===== src/rtl/muldiv_unit_pkg.sv =====
// Shared encodings for the multiply/divide unit: op codes, FSM states and
// the R-type funct mapping used by the decoder.
package MDUops;

  localparam logic [1:0] MDU_MULT  = 2'b00;
  localparam logic [1:0] MDU_MULTU = 2'b01;
  localparam logic [1:0] MDU_DIV   = 2'b10;
  localparam logic [1:0] MDU_DIVU  = 2'b11;

  typedef enum logic [1:0] {
    IDLE = 2'd0,
    CALC = 2'd1,
    FIN  = 2'd2
  } mdu_state_t;

  localparam logic [5:0] FUNCT_MULT  = 6'h18;
  localparam logic [5:0] FUNCT_MULTU = 6'h19;
  localparam logic [5:0] FUNCT_DIV   = 6'h1A;
  localparam logic [5:0] FUNCT_DIVU  = 6'h1B;

  function automatic logic [1:0] funct_to_op(input logic [5:0] funct);
    logic [1:0] res;
    case (funct)
      FUNCT_MULTU: res = MDU_MULTU;
      FUNCT_DIV:   res = MDU_DIV;
      FUNCT_DIVU:  res = MDU_DIVU;
      default:     res = MDU_MULT;
    endcase
    return res;
  endfunction

endpackage


===== src/rtl/mdu_sign_fix.sv =====
// Combinational two's-complement conditional negate: yields |val| when fed
// the sign bit, or applies a recorded result sign during fix-up.
module mdu_sign_fix #(
  parameter int W = 32
) (
  input  logic [W-1:0] val,
  input  logic         neg,
  output logic [W-1:0] res
);

  assign res = neg ? -val : val;

endmodule


===== src/rtl/muldiv_unit.sv =====
// Iterative MULT/MULTU/DIV/DIVU with architectural HI/LO; 34 cycles start-to-done.
// Shift-add multiply and restoring divide share one 64-bit accumulator.
module muldiv_unit
  import MDUops::*;
#(
  parameter int XLEN = 32
) (
  input  logic            clk,
  input  logic            rst,
  input  logic            start,
  input  logic [1:0]      op,
  input  logic [XLEN-1:0] a,
  input  logic [XLEN-1:0] b,
  input  logic            hi_we,
  input  logic            lo_we,
  input  logic [XLEN-1:0] wdata,
  output logic            busy,
  output logic            done,
  output logic [XLEN-1:0] hi,
  output logic [XLEN-1:0] lo
);

  localparam int CW = $clog2(XLEN);
  localparam logic [CW-1:0] LAST_ITER = CW'(XLEN - 1);

  mdu_state_t        state, state_nxt;
  logic [CW-1:0]     cnt;
  logic [2*XLEN-1:0] acc;
  logic [XLEN-1:0]   opnd;
  logic [XLEN-1:0]   a_orig;
  logic              is_div;
  logic              neg_q;
  logic              neg_r;
  logic              dz;

  // MULT and DIV are the signed ops; both have op[0] clear.
  logic            signed_in;
  logic [XLEN-1:0] mag_a, mag_b;

  assign signed_in = ~op[0];

  mdu_sign_fix #(.W(XLEN)) u_mag_a (.val(a), .neg(signed_in & a[XLEN-1]), .res(mag_a));
  mdu_sign_fix #(.W(XLEN)) u_mag_b (.val(b), .neg(signed_in & b[XLEN-1]), .res(mag_b));

  // Multiply step: acc = {partial_hi, remaining multiplier bits}.
  logic [XLEN:0]     add_sum;
  logic [2*XLEN-1:0] mul_next;

  assign add_sum  = {1'b0, acc[2*XLEN-1:XLEN]} + {1'b0, (acc[0] ? opnd : {XLEN{1'b0}})};
  assign mul_next = {add_sum, acc[XLEN-1:1]};

  // Divide step: acc = {partial remainder, dividend bits shifting into quotient}.
  logic [XLEN:0]     shifted;
  logic [XLEN:0]     diff;
  logic [2*XLEN-1:0] div_next;

  assign shifted  = {acc[2*XLEN-1:XLEN], acc[XLEN-1]};
  assign diff     = shifted - {1'b0, opnd};
  assign div_next = diff[XLEN] ? {shifted[XLEN-1:0], acc[XLEN-2:0], 1'b0}
                               : {diff[XLEN-1:0],    acc[XLEN-2:0], 1'b1};

  logic [2*XLEN-1:0] prod_fix;
  logic [XLEN-1:0]   quo_fix, rem_fix;

  mdu_sign_fix #(.W(2*XLEN)) u_prod_fix (.val(acc), .neg(neg_q), .res(prod_fix));
  mdu_sign_fix #(.W(XLEN)) u_quo_fix (.val(acc[XLEN-1:0]), .neg(neg_q), .res(quo_fix));
  mdu_sign_fix #(.W(XLEN)) u_rem_fix (.val(acc[2*XLEN-1:XLEN]), .neg(neg_r), .res(rem_fix));

  always_comb begin
    state_nxt = state;
    unique case (state)
      IDLE:    if (start) state_nxt = CALC;
      CALC:    if (cnt == LAST_ITER) state_nxt = FIN;
      FIN:     state_nxt = IDLE;
      default: state_nxt = IDLE;
    endcase
  end

  assign busy = (state != IDLE);

  always_ff @(posedge clk) begin
    if (rst) begin
      state  <= IDLE;
      cnt    <= '0;
      done   <= 1'b0;
      hi     <= '0;
      lo     <= '0;
      acc    <= '0;
      opnd   <= '0;
      a_orig <= '0;
      is_div <= 1'b0;
      neg_q  <= 1'b0;
      neg_r  <= 1'b0;
      dz     <= 1'b0;
    end else begin
      state <= state_nxt;
      done  <= (state == FIN);
      unique case (state)
        IDLE: begin
          if (start) begin
            cnt    <= '0;
            is_div <= op[1];
            a_orig <= a;
            dz     <= op[1] && (b == '0);
            neg_q  <= signed_in & (a[XLEN-1] ^ b[XLEN-1]);
            neg_r  <= signed_in & a[XLEN-1];
            opnd   <= op[1] ? mag_b : mag_a;
            acc    <= {{XLEN{1'b0}}, (op[1] ? mag_a : mag_b)};
          end else begin
            if (hi_we) hi <= wdata;
            if (lo_we) lo <= wdata;
          end
        end
        CALC: begin
          cnt <= cnt + 1'b1;
          acc <= is_div ? div_next : mul_next;
        end
        FIN: begin
          // Divide by zero reports the raw dividend and bypasses sign fix-up.
          if (dz) begin
            hi <= a_orig;
            lo <= {XLEN{1'b1}};
          end else if (is_div) begin
            hi <= rem_fix;
            lo <= quo_fix;
          end else begin
            hi <= prod_fix[2*XLEN-1:XLEN];
            lo <= prod_fix[XLEN-1:0];
          end
        end
        default: ;
      endcase
    end
  end

endmodule


===== config.mk =====
export PLATFORM = sky130hd
export DESIGN_NAME = muldiv_unit
export DESIGN_NICKNAME = d
export VERILOG_FILES = /design/src/rtl/muldiv_unit_pkg.sv /design/src/rtl/mdu_sign_fix.sv /design/src/rtl/muldiv_unit.sv
export SDC_FILE = /design/constraint.sdc
export NUM_CORES = 1
export LEC_CHECK = 0
export CAP_MARGIN = 20
export CORE_AREA = 2 2 190 192
export CTS_BUF_LIST = sky130_fd_sc_hd__clkbuf_4
export CTS_CLUSTER_SIZE = 25
export DETAILED_ROUTE_END_ITERATION = 10
export DIE_AREA = 0 0 192 194
export PLACE_DENSITY = 0.65
export SLEW_MARGIN = 20
export SYNTH_ARGS = -nofsm -noshare
export SYNTH_HDL_FRONTEND = slang
export SYNTH_SLANG_ARGS = --single-unit

===== constraint.sdc =====
create_clock -name clk -period 4.8 [get_ports clk]
set_input_delay 0.96 -clock clk [delete_from_list [all_inputs] [get_ports clk]]
set_output_delay 0.96 -clock clk [all_outputs]
set_load 0.05 [all_outputs]

# [Word-level counts from Yosys, hierarchy flattened]
# Cells that the tools add are included.
[op_classes] add_sub_neg=8 n_eq_ne=8 muxes=27 n_bitwise=5 n_reduce_logical=11
[op_table] cell="two-way mux 32 bit" count=15
[op_table] cell="two-way mux 64 bit" count=4
[op_table] cell="negation 32 bit" count=4
[op_table] cell="case mux 32 bit (2 select lines)" count=2
[op_table] cell="case mux 64 bit (2 select lines)" count=1
[op_table] cell="negation 64 bit" count=1
[op_table] cell="adder 32 x 32 -> 33 bit" count=1
[op_table] cell="subtractor 33 x 32 -> 33 bit" count=1
[op_table] cell="zero test 32 bit" count=1
[op_table] cell="inequality test 2 bit, second input constant" count=5
[op_table] cell="case mux 5 bit (2 select lines)" count=1
[op_table] cell="AND reduction 2 bit" count=3
[op_table] cell="AND reduction 3 bit" count=2
[op_table] cell="nonzero test 2 bit" count=3
[op_table] cell="adder 5 x 1 -> 5 bit, second input constant" count=1
[op_table] cell="== test 5 bit, second input constant" count=1
[op_table] cell="two-way mux 5 bit" count=1
[op_table] cell="two-way mux 2 bit" count=2
[op_table] cell="case mux 2 bit (2 select lines)" count=1
[op_table] cell="AND 1 bit" count=3
[op_table] cell="== test 2 x 1 -> 1 bit, second input constant" count=1
[op_table] cell="== test 2 bit, second input constant" count=1
[op_table] cell="zero test 2 bit" count=1
[op_table] cell="logical AND 1 bit" count=1
[op_table] cell="2 further kinds" count=2
[totals] register_bits=204 inputBits=103 out_inout_bits=66 wordCells=71

# [Longest topological paths before layout]
# Gate-level depths: netlist of run 1.
[logic_depth] depth_word=6 mapped_depth=15 depth_no_buf=14

# [Modules after synthesis]
# Synthesis of run 1 repeated with hierarchy kept, for this count alone.
[hier_totals] hier_cells=2390 area_unflattened_um2=18469.0
[modules_own_cells] mod="muldiv_unit" n_inst=1 cells_per_inst=1760 area_each_um2=13947.1 seq_area_each_um2=4083.9
[modules_own_cells] mod="mdu_sign_fix at u_mag_a ..." n_inst=4 cells_per_inst=108 area_each_um2=767.0 seq_area_each_um2=0.0
[modules_own_cells] mod="mdu_sign_fix at u_prod_fix" n_inst=1 cells_per_inst=198 area_each_um2=1453.9 seq_area_each_um2=0.0

# [Worst setup path before layout of run 1]
# Ideal clock, no wire load.
[synth_timing] kind="input port to flip-flop" startpoint="in b[13]" endpoint="reg acc[30]" setup_time_ps=137 t_arrival_ps=3264 required_time_ps=4663 slack_ps=1399 cell_stages=10 path_buffers=0 path_cell_list="or4_1 -> or3_1 -> nor4_2 -> and2_1 -> nand2_1 -> o31ai_1 -> xor2_1 -> nor3_1 -> a2111oi_0 -> a211oi_1"
[synth_between] elab_chain_cells=5
[synth_lines] item="from (decl)" line_no="muldiv_unit.sv:13" rtl="input logic [XLEN-1:0] b,"
[synth_lines] item="negation 32 bit" line_no="mdu_sign_fix.sv:11" rtl="assign res = neg ? -val : val;"
[synth_lines] item="two-way mux 32 bit" line_no="mdu_sign_fix.sv:11"
[synth_lines] item="two-way mux 32 bit" line_no="muldiv_unit.sv:108" rtl="acc <= {{XLEN{1'b0}}, (op[1] ? mag_a : mag_b)};"
[synth_lines] item="two-way mux 64 bit" line_no="muldiv_unit.sv:100" rtl="if (start) begin"
[synth_lines] item="case mux 64 bit (2 select lines)" line_no="muldiv_unit.sv:98" rtl="unique case (state)"
[synth_lines] item="to (signal assigned)" line_no="muldiv_unit.sv:108"
[synth_lines] item="to (signal assigned)" line_no="muldiv_unit.sv:116" rtl="acc <= is_div ? div_next : mul_next;"
[synth_lines] item="to (decl)" line_no="muldiv_unit.sv:28" rtl="logic [2*XLEN-1:0] acc;"
# No other way between the ends. The select of a mux whose other input is x is not followed.
# A chain may end at the register's enable or synchronous reset.

# [Worst setup path after layout of run 1]
[layout_timing] startpoint="reg acc[0]" endpoint="reg acc[63]"
[layout_between] elab_chain_cells=4
[layout_lines] item="two-way mux 32 bit" line_no="muldiv_unit.sv:49" rtl="assign add_sum = {1'b0, acc[2*XLEN-1:XLEN]} + {1'b0, (acc[0] ? opnd : {XLEN{1'b0}})};"
[layout_lines] item="adder 32 x 32 -> 33 bit" line_no="muldiv_unit.sv:49"
[layout_lines] item="two-way mux 64 bit" line_no="muldiv_unit.sv:116"
[layout_lines] item="case mux 64 bit (2 select lines)" line_no="muldiv_unit.sv:98"
# No other way between the ends.

==> reports/results.ini, run 1 <==
[critical_path]
end_kind = flop
cp-start-kind = flop
required_ns = 5.40
crit_slowest_cell = dfxtp_1
crit_type = flop to flop
crit_family = compound AO/OA/AOI/OAI gates
crit_chain = inv_1, nor2_1, ha_1, and3_1, a22o_1, a21o_1, a41o_1, a211o_1, a41oi_1, o31ai_1, a2111oi_0, or3_1, a31oi_1
critPathMaxStageDelay_ns = 0.51
worstPathArrival_ns = 4.53
path_buf_inv = 1
ff2ff_setup_slack_ns = 0.86
crit_fanout = 11

[drt]
num_vias = 16600
drt_pass1_iterations = 6
dr.first_iter.drc_count = 1716
routed.top_layer = met5
drt-total-wl_mm = 60.0
drc = 0
post_drt_wl_per_cell_um = 22.1
route.met3.wl_mm = 5.24
m1WireLength_mm = 27.5
met2_length_mm = 25.2
antenna_left = 0
avgViaCountPerCell = 6.12

[clock_network]
root_buffer = clkbuf_4
clk_latency_ns = 0.77
cts_resized = 0
clock_path_buffers = 3
postCtsHoldBufs = 0
clock-sinks = 204
clk_pin_slew_ns = 0.06
cts_buffers = 56
ctsHtreeMaxLevel = 2
tritoncts = built
cts_setup_buffers = 0

[pwr]
p_sw_frac = 0.369
p_sw_mw = 1.83
pwr-share-seq = 0.390
leakagePower_nw = 6.96
irDropWorstVdd_mv = 0.161
p_per_area_nw_per_um2 = 271
p_clk_frac = 0.316
p_comb_frac = 0.294
power.internal_mw = 3.13

[place]
gp_congestion = 0.954
place_hpwl_mm = 46.5
port_buffers = 168
post-place-ws_ns = 0.551

[floorplanning]
die_width_um = 192
pin_count = 169
num_rows = 69
start_util = 0.442
die_y_um = 194
die-area_um2 = 37200
core-area_um2 = 35200

[synth]
synth_seq_cells = 204
synth_ff_type = dfxtp_1
synth-seq-area-share = 0.262
synth_nets = 2271
synth_warnings = 0
netlist_area_um2 = 15600
postSynthAreaPerCell_um2 = 7.43
async_reset_ff_frac = 0
synth.distinct_cells = 77
synth_edf_count = 0
syn_inst = 2096

[sta]
min_period_ns = 3.94
relSlewSlack = 0.248
clock_skew_ns = 0.0579
hold_viol_final = 0
setup_viol = 0
fin_crit_sh = 0.820
rsz0062_at_grt = no
fmax_mhz = 254
final_max_slew_viol_count = 0
fin_ws_ns = 0.862
worst_pin_slew_ns = 1.13
tns_ns = 0

[grt]
grt_max_degree = 112
grt_usage = 0.314
antenna_found_initial = 2
grt_overflow = 0
grt_pass1_vias = 15200
grt_pass1_wl_mm = 90.6

[status]
status = finished clean

[final_layout]
nets = 2390
num-fill-cells = 3544
drive_gt1_frac = 0.0711
syn_to_final_growth_pct = 17.3

[run]
drv_cap = 0

[min_path]
min_path_type = flop to flop

[placed cells by master (no fill, tap or decap), types with 12 or more instances in the layout]
cell,instances
a211oi_1,62
a21o_1,28
a21oi_1,257
a221o_1,12
a22o_1,12
a22oi_1,21
a31oi_1,21
buf_4,41
clkbuf_4,75
clkdlybuf4s50_1,166
dfxtp_1,203
ha_1,70
inv_1,61
mux2i_1,74
nand2_1,235
nand2b_1,29
nand3_1,23
nor2_1,218
nor2b_1,12
nor3_1,34
nor4_1,18
o211ai_1,26
o21a_1,12
o21ai_0,115
o221ai_1,25
o22ai_1,13
o31ai_1,26
or3_1,13
xnor2_1,90
xor2_1,79
[registers in the layout, indices dropped and copies added (netlist names)]
signal / flops
a_orig: 32
acc: 64
cnt: 5
done: 1
dz: 1
hi: 32
is_div: 1
lo: 32
neg_q: 1
neg_r: 1
opnd: 32
state: 2
[metal layers]
layer  track usage  vias to the layer above
met5             0                        -
met1         0.468                     7804
met3        0.0442                      105
met2         0.460                      829
li1              -                     7856
met4         0.107                        2
[stage by stage]
stage,hold WS [ns],util,cell area [µm²],power (mW),instances
after floorplan,0.429,-,15600,2.87,2096
after global placement,0.442,0.499,17600,3.38,2618
after detailed placement,0.446,0.499,17600,3.39,2618
after CTS,0.453,0.519,18300,4.94,2712
after global routing,0.469,0.519,18300,5.18,2713
final,0.452,0.519,18300,4.96,2713
[synth_stat cells, types with 13 or more instances]
| cell | n | area share |
|---|---|---|
| nor4_1 | 18 | 0.0072 |
| nand2_1 | 235 | 0.057 |
| ha_1 | 70 | 0.056 |
| a21o_1 | 28 | 0.014 |
| xnor2_1 | 90 | 0.051 |
| xor2_1 | 79 | 0.044 |
| nor2_1 | 221 | 0.053 |
| nand2b_1 | 29 | 0.012 |
| nor3_1 | 35 | 0.011 |
| o22ai_1 | 13 | 0.0052 |
| nand3_1 | 23 | 0.0074 |
| mux2i_1 | 74 | 0.048 |
| clkbuf_1 | 127 | 0.031 |
| a22oi_1 | 21 | 0.010 |
| o21ai_0 | 115 | 0.037 |
| or3_1 | 13 | 0.0052 |
| dfxtp_1 | 204 | 0.26 |
| o221ai_1 | 25 | 0.014 |
| o31ai_1 | 26 | 0.013 |
| a211oi_1 | 63 | 0.030 |
| a21oi_1 | 257 | 0.083 |
| inv_1 | 61 | 0.015 |
| a31oi_1 | 21 | 0.0084 |
| o211ai_1 | 26 | 0.013 |
| nor2b_1 | 14 | 0.0056 |
[worst reg2reg max path, cell delays in order (launching register included)]
cell       delay [ns]
dfxtp_1          0.51
inv_1            0.32
nor2_1           0.21
ha_1             0.31
and3_1           0.24
a22o_1           0.26
a21o_1           0.20
a41o_1           0.30
a211o_1          0.31
a41oi_1          0.41
o31ai_1          0.16
a2111oi_0        0.40
or3_1            0.16
a31oi_1          0.04
[cell type report]
type,count,area [µm²],share of cell area
repair buffers,207,1970,0.108
flip-flops and latches,204,4090,0.224
well taps,461,577,0.0316
clock inverters,19,114,0.00623
clock buffers,75,563,0.0308
inverters,61,229,0.0125
multi-input cells,1685,10700,0.587
diodes,1,2.50,0.000137
[power by group through the flow]
| stage | sequential (mW) | clock, mW | combinational (mW) |
|---|---|---|---|
| 6_report | 1.93 | 1.57 | 1.46 |
| 4_1_cts | 1.92 | 1.58 | 1.43 |
| 2_1_floorplan | 1.98 | 0 | 0.890 |
| 5_1_grt | 1.94 | 1.67 | 1.57 |
| 3_5_place_dp | 1.96 | 0 | 1.43 |
| 3_3_place_gp | 1.96 | 0 | 1.42 |
[final timing paths]
kind | start | cells past startpoint | to
hold reg to reg | opnd[4] | 2 | opnd[4]
setup / recovery | acc[0] | 13 | acc[63]
setup reg to reg | acc[0] | 13 | acc[63]
hold / removal | opnd[4] | 2 | opnd[4]
[kinds of logic (layout without fill, tap and decap cells)]
logic type,count (synthesis),in the layout,synth area share
compound gates,702,702,0.288
simple gates,665,665,0.195
buf+inv,207,362,0.0515
flops,204,204,0.262
xor+xnor,169,169,0.0951
mux,77,77,0.0497
fa+ha+maj,72,72,0.0588
other cells,0,1,0
(Power assumes the default switching activity.)
==> inputs of run 2 (changes only) <==
Settings changed: PLACE_DENSITY 0.65 to 0.68.
Clock period 4.8 ns to 3.3 ns, I/O delays scaled along.
==> reports/results.ini, run 2 (synthesis results as in run 1) <==
[status]
status = finished clean  ; unchanged

[grt]
antenna_found_initial = 3  ; was 2
grt_overflow = 0  ; unchanged
grt_pass1_vias = 16400  ; was 15.2k
grt_usage = 0.329  ; was 0.314
grt_pass1_wl_mm = 95.2  ; was 90.6 mm
grt_max_degree = 92  ; was 112

[sta]
clock_skew_ns = 0.0987  ; was 0.0579 ns
hold_slack_ns = 0.303  ; was 0.452 ns
rsz0062_at_grt = yes  ; was no
worst_pin_slew_ns = 0.995  ; was 1.13 ns
fin_ws_ns = 0.0136  ; was 0.862 ns
fin_crit_sh = 0.996  ; was 0.820
setup_viol = 0  ; unchanged
hold_viol_final = 0  ; unchanged
final_max_slew_viol_count = 0  ; unchanged
fmax_mhz = 304  ; was 254 MHz
relSlewSlack = 0.337  ; was 0.248
min_period_ns = 3.29  ; was 3.94 ns
tns_ns = 0  ; unchanged

[floorplanning]
die_width_um = 192  ; unchanged
num_rows = 69  ; unchanged
core-area_um2 = 35200  ; unchanged
pin_count = 169  ; unchanged
start_util = 0.442  ; unchanged
die_y_um = 194  ; unchanged
die-area_um2 = 37200  ; unchanged

[min_path]
whs_path_depth = 2  ; unchanged
min_to = lo[27]  ; was opnd[4]
min_path_type = primary input to flop  ; was flop to flop
min_from = rst  ; was opnd[4]

[drt]
drc = 0  ; unchanged
antenna_left = 0  ; unchanged
drt_pass1_iterations = 8  ; was 6
post_drt_wl_per_cell_um = 21.3  ; was 22.1 µm
drt-total-wl_mm = 63.5  ; was 60.0 mm
num_vias = 17800  ; was 16.6k
avgViaCountPerCell = 5.99  ; was 6.12
dr.first_iter.drc_count = 2000  ; was 1716

[critical_path]
crit_fanout = 7  ; was 11
r2r_cells = 15  ; was 13
cp-start-kind = flop  ; unchanged
critPathMaxStageDelay_ns = 0.36  ; was 0.51 ns
crit_slowest_cell = dfxtp_4  ; was dfxtp_1
worstPathArrival_ns = 3.85  ; was 4.53 ns
ff2ff_setup_slack_ns = 0.01  ; was 0.86 ns
required_ns = 3.86  ; was 5.40 ns
reg2reg_from = acc[0]  ; unchanged
crit_chain = inv_4, buf_12, nor2_2, ha_1, and3_4, a22o_1, a21o_1, a41o_1, a211o_1, a41oi_2, o31ai_2, buf_4, a2111oi_4, or3_1, a31oi_1  ; was inv_1, nor2_1, ha_1, and3_1, a22o_1, a21o_1, a41o_1, a211o_1, a41oi_1, o31ai_1, a2111oi_0, or3_1, a31oi_1
r2r_end = acc[63]  ; unchanged
crit_type = flop to flop  ; unchanged
end_kind = flop  ; unchanged

[pwr]
p_clk_frac = 0.305  ; was 0.316
leakagePower_nw = 8.35  ; was 6.96 nW
p_total_mw = 7.60  ; was 4.96 mW
p_comb_frac = 0.335  ; was 0.294
p_per_area_nw_per_um2 = 367  ; was 271 nW/µm²
irDropWorstVdd_mv = 0.233  ; was 0.161 mV
p_sw_mw = 2.79  ; was 1.83 mW
p_sw_frac = 0.368  ; was 0.369
pwr-share-seq = 0.360  ; was 0.390
power.internal_mw = 4.81  ; was 3.13 mW

[run]
drv_cap = 0  ; unchanged

[final_layout]
largest_reg_flops = 64  ; unchanged
num-fill-cells = 3320  ; was 3544
nets = 2654  ; was 2390
stdcell_count = 2978  ; was 2713
syn_to_final_growth_pct = 33.1  ; was 17.3%
regMostFlops = acc  ; unchanged
final_common_cell = buf_4  ; was a21oi_1
drive_gt1_frac = 0.193  ; was 0.0711
final_area_um2 = 20700  ; was 18300 µm²
postLayoutCoreUtil = 0.588  ; was 0.519
mostFrequentLayoutCells = buf_4 (290), a21oi_1 (241), nand2_1 (235), nor2_1 (210), dfxtp_1 (196)  ; was a21oi_1 (257), nand2_1 (235), nor2_1 (218), dfxtp_1 (203), clkdlybuf4s50_1 (166)

[clock_network]
clock-sinks = 204  ; unchanged
clock_path_buffers = 3  ; unchanged
root_buffer = clkbuf_4  ; unchanged
tritoncts = built  ; unchanged
cts_buffers = 58  ; was 56
clk_pin_slew_ns = 0.07  ; was 0.06 ns
ctsHtreeMaxLevel = 2  ; unchanged
clk_latency_ns = 0.77  ; about the same

[place]
port_buffers = 168  ; unchanged
gp_congestion = 0.966  ; was 0.954
place_hpwl_mm = 49.5  ; was 46.5 mm
dp_cells = 2868  ; was 2618
post-place-ws_ns = -0.486  ; was 0.551 ns
postPlaceCellArea_um2 = 19500  ; was 17600 µm²

-- run 2: changes by cell type in the layout (fill, tap and decap cells not counted), moves of 8 or more --
cell,change
buf_4,+249
nor2_1,-8
o21ai_0,-9
a21oi_1,-16
a21oi_2,+16
-- run 2: critical path: cells and delay by family (launching register included) --
kind                     cells  cell delay, ns
AO/OA/AOI/OAI                8            1.64
adder cells (fa/ha/maj)      1            0.32
buffers and inverters        3            0.34
flip-flops                   1            0.36
AND/OR/NAND/NOR              3            0.40
-- run 2: cell type report --
cell class	instances	area (µm²)	area share
diodes	2	5.00	0.000241
clock buffers	77	578	0.0279
clock inverters	19	105	0.00507
inverters	61	231	0.0112
multi-input cells	1685	11100	0.536
flip-flops and latches	204	4100	0.198
well taps	461	577	0.0278
repair buffers	469	4020	0.194
-- run 2: how the worst max path moves through the flow --
stage,startpoint,endpoint,cells after the start
finish,acc[0],acc[63],15
global route,acc[0],acc[63],16
CTS,acc[0],acc[63],15
detailed placement,b[11],dz,11
global placement,b[11],dz,11
floorplan,acc[0],acc[63],14
-- run 2: power by group through the flow --
stage	registers [mW]	clock network [mW]	logic [mW]
after floorplan	2.88	0	1.29
after global placement	2.78	0	2.38
after detailed placement	2.78	0	2.40
after CTS	2.73	2.33	2.43
after global routing	2.75	2.46	2.71
final	2.74	2.32	2.54
-- run 2: what timing repair did --
| action | CTS | global route |
|---|---|---|
| gates cloned | 1 | 0 |
| pin swaps | 5 | 39 |
| hold buffers | 0 | 0 |
| endpoints found under the setup margin | 27 | 37 |
| resized for setup | 18 | 85 |
| buffers inserted | 2 | 8 |
-- run 2: metal layers --
metal / vias up / track usage / wire length, µm
met3: 145 / 0.0429 / 5740
met1: 8402 / 0.476 / 28100
li1: 8376 / - / -
met4: 0 / 0.124 / 2590
met2: 905 / 0.494 / 27100
met5: - / 0 / 0
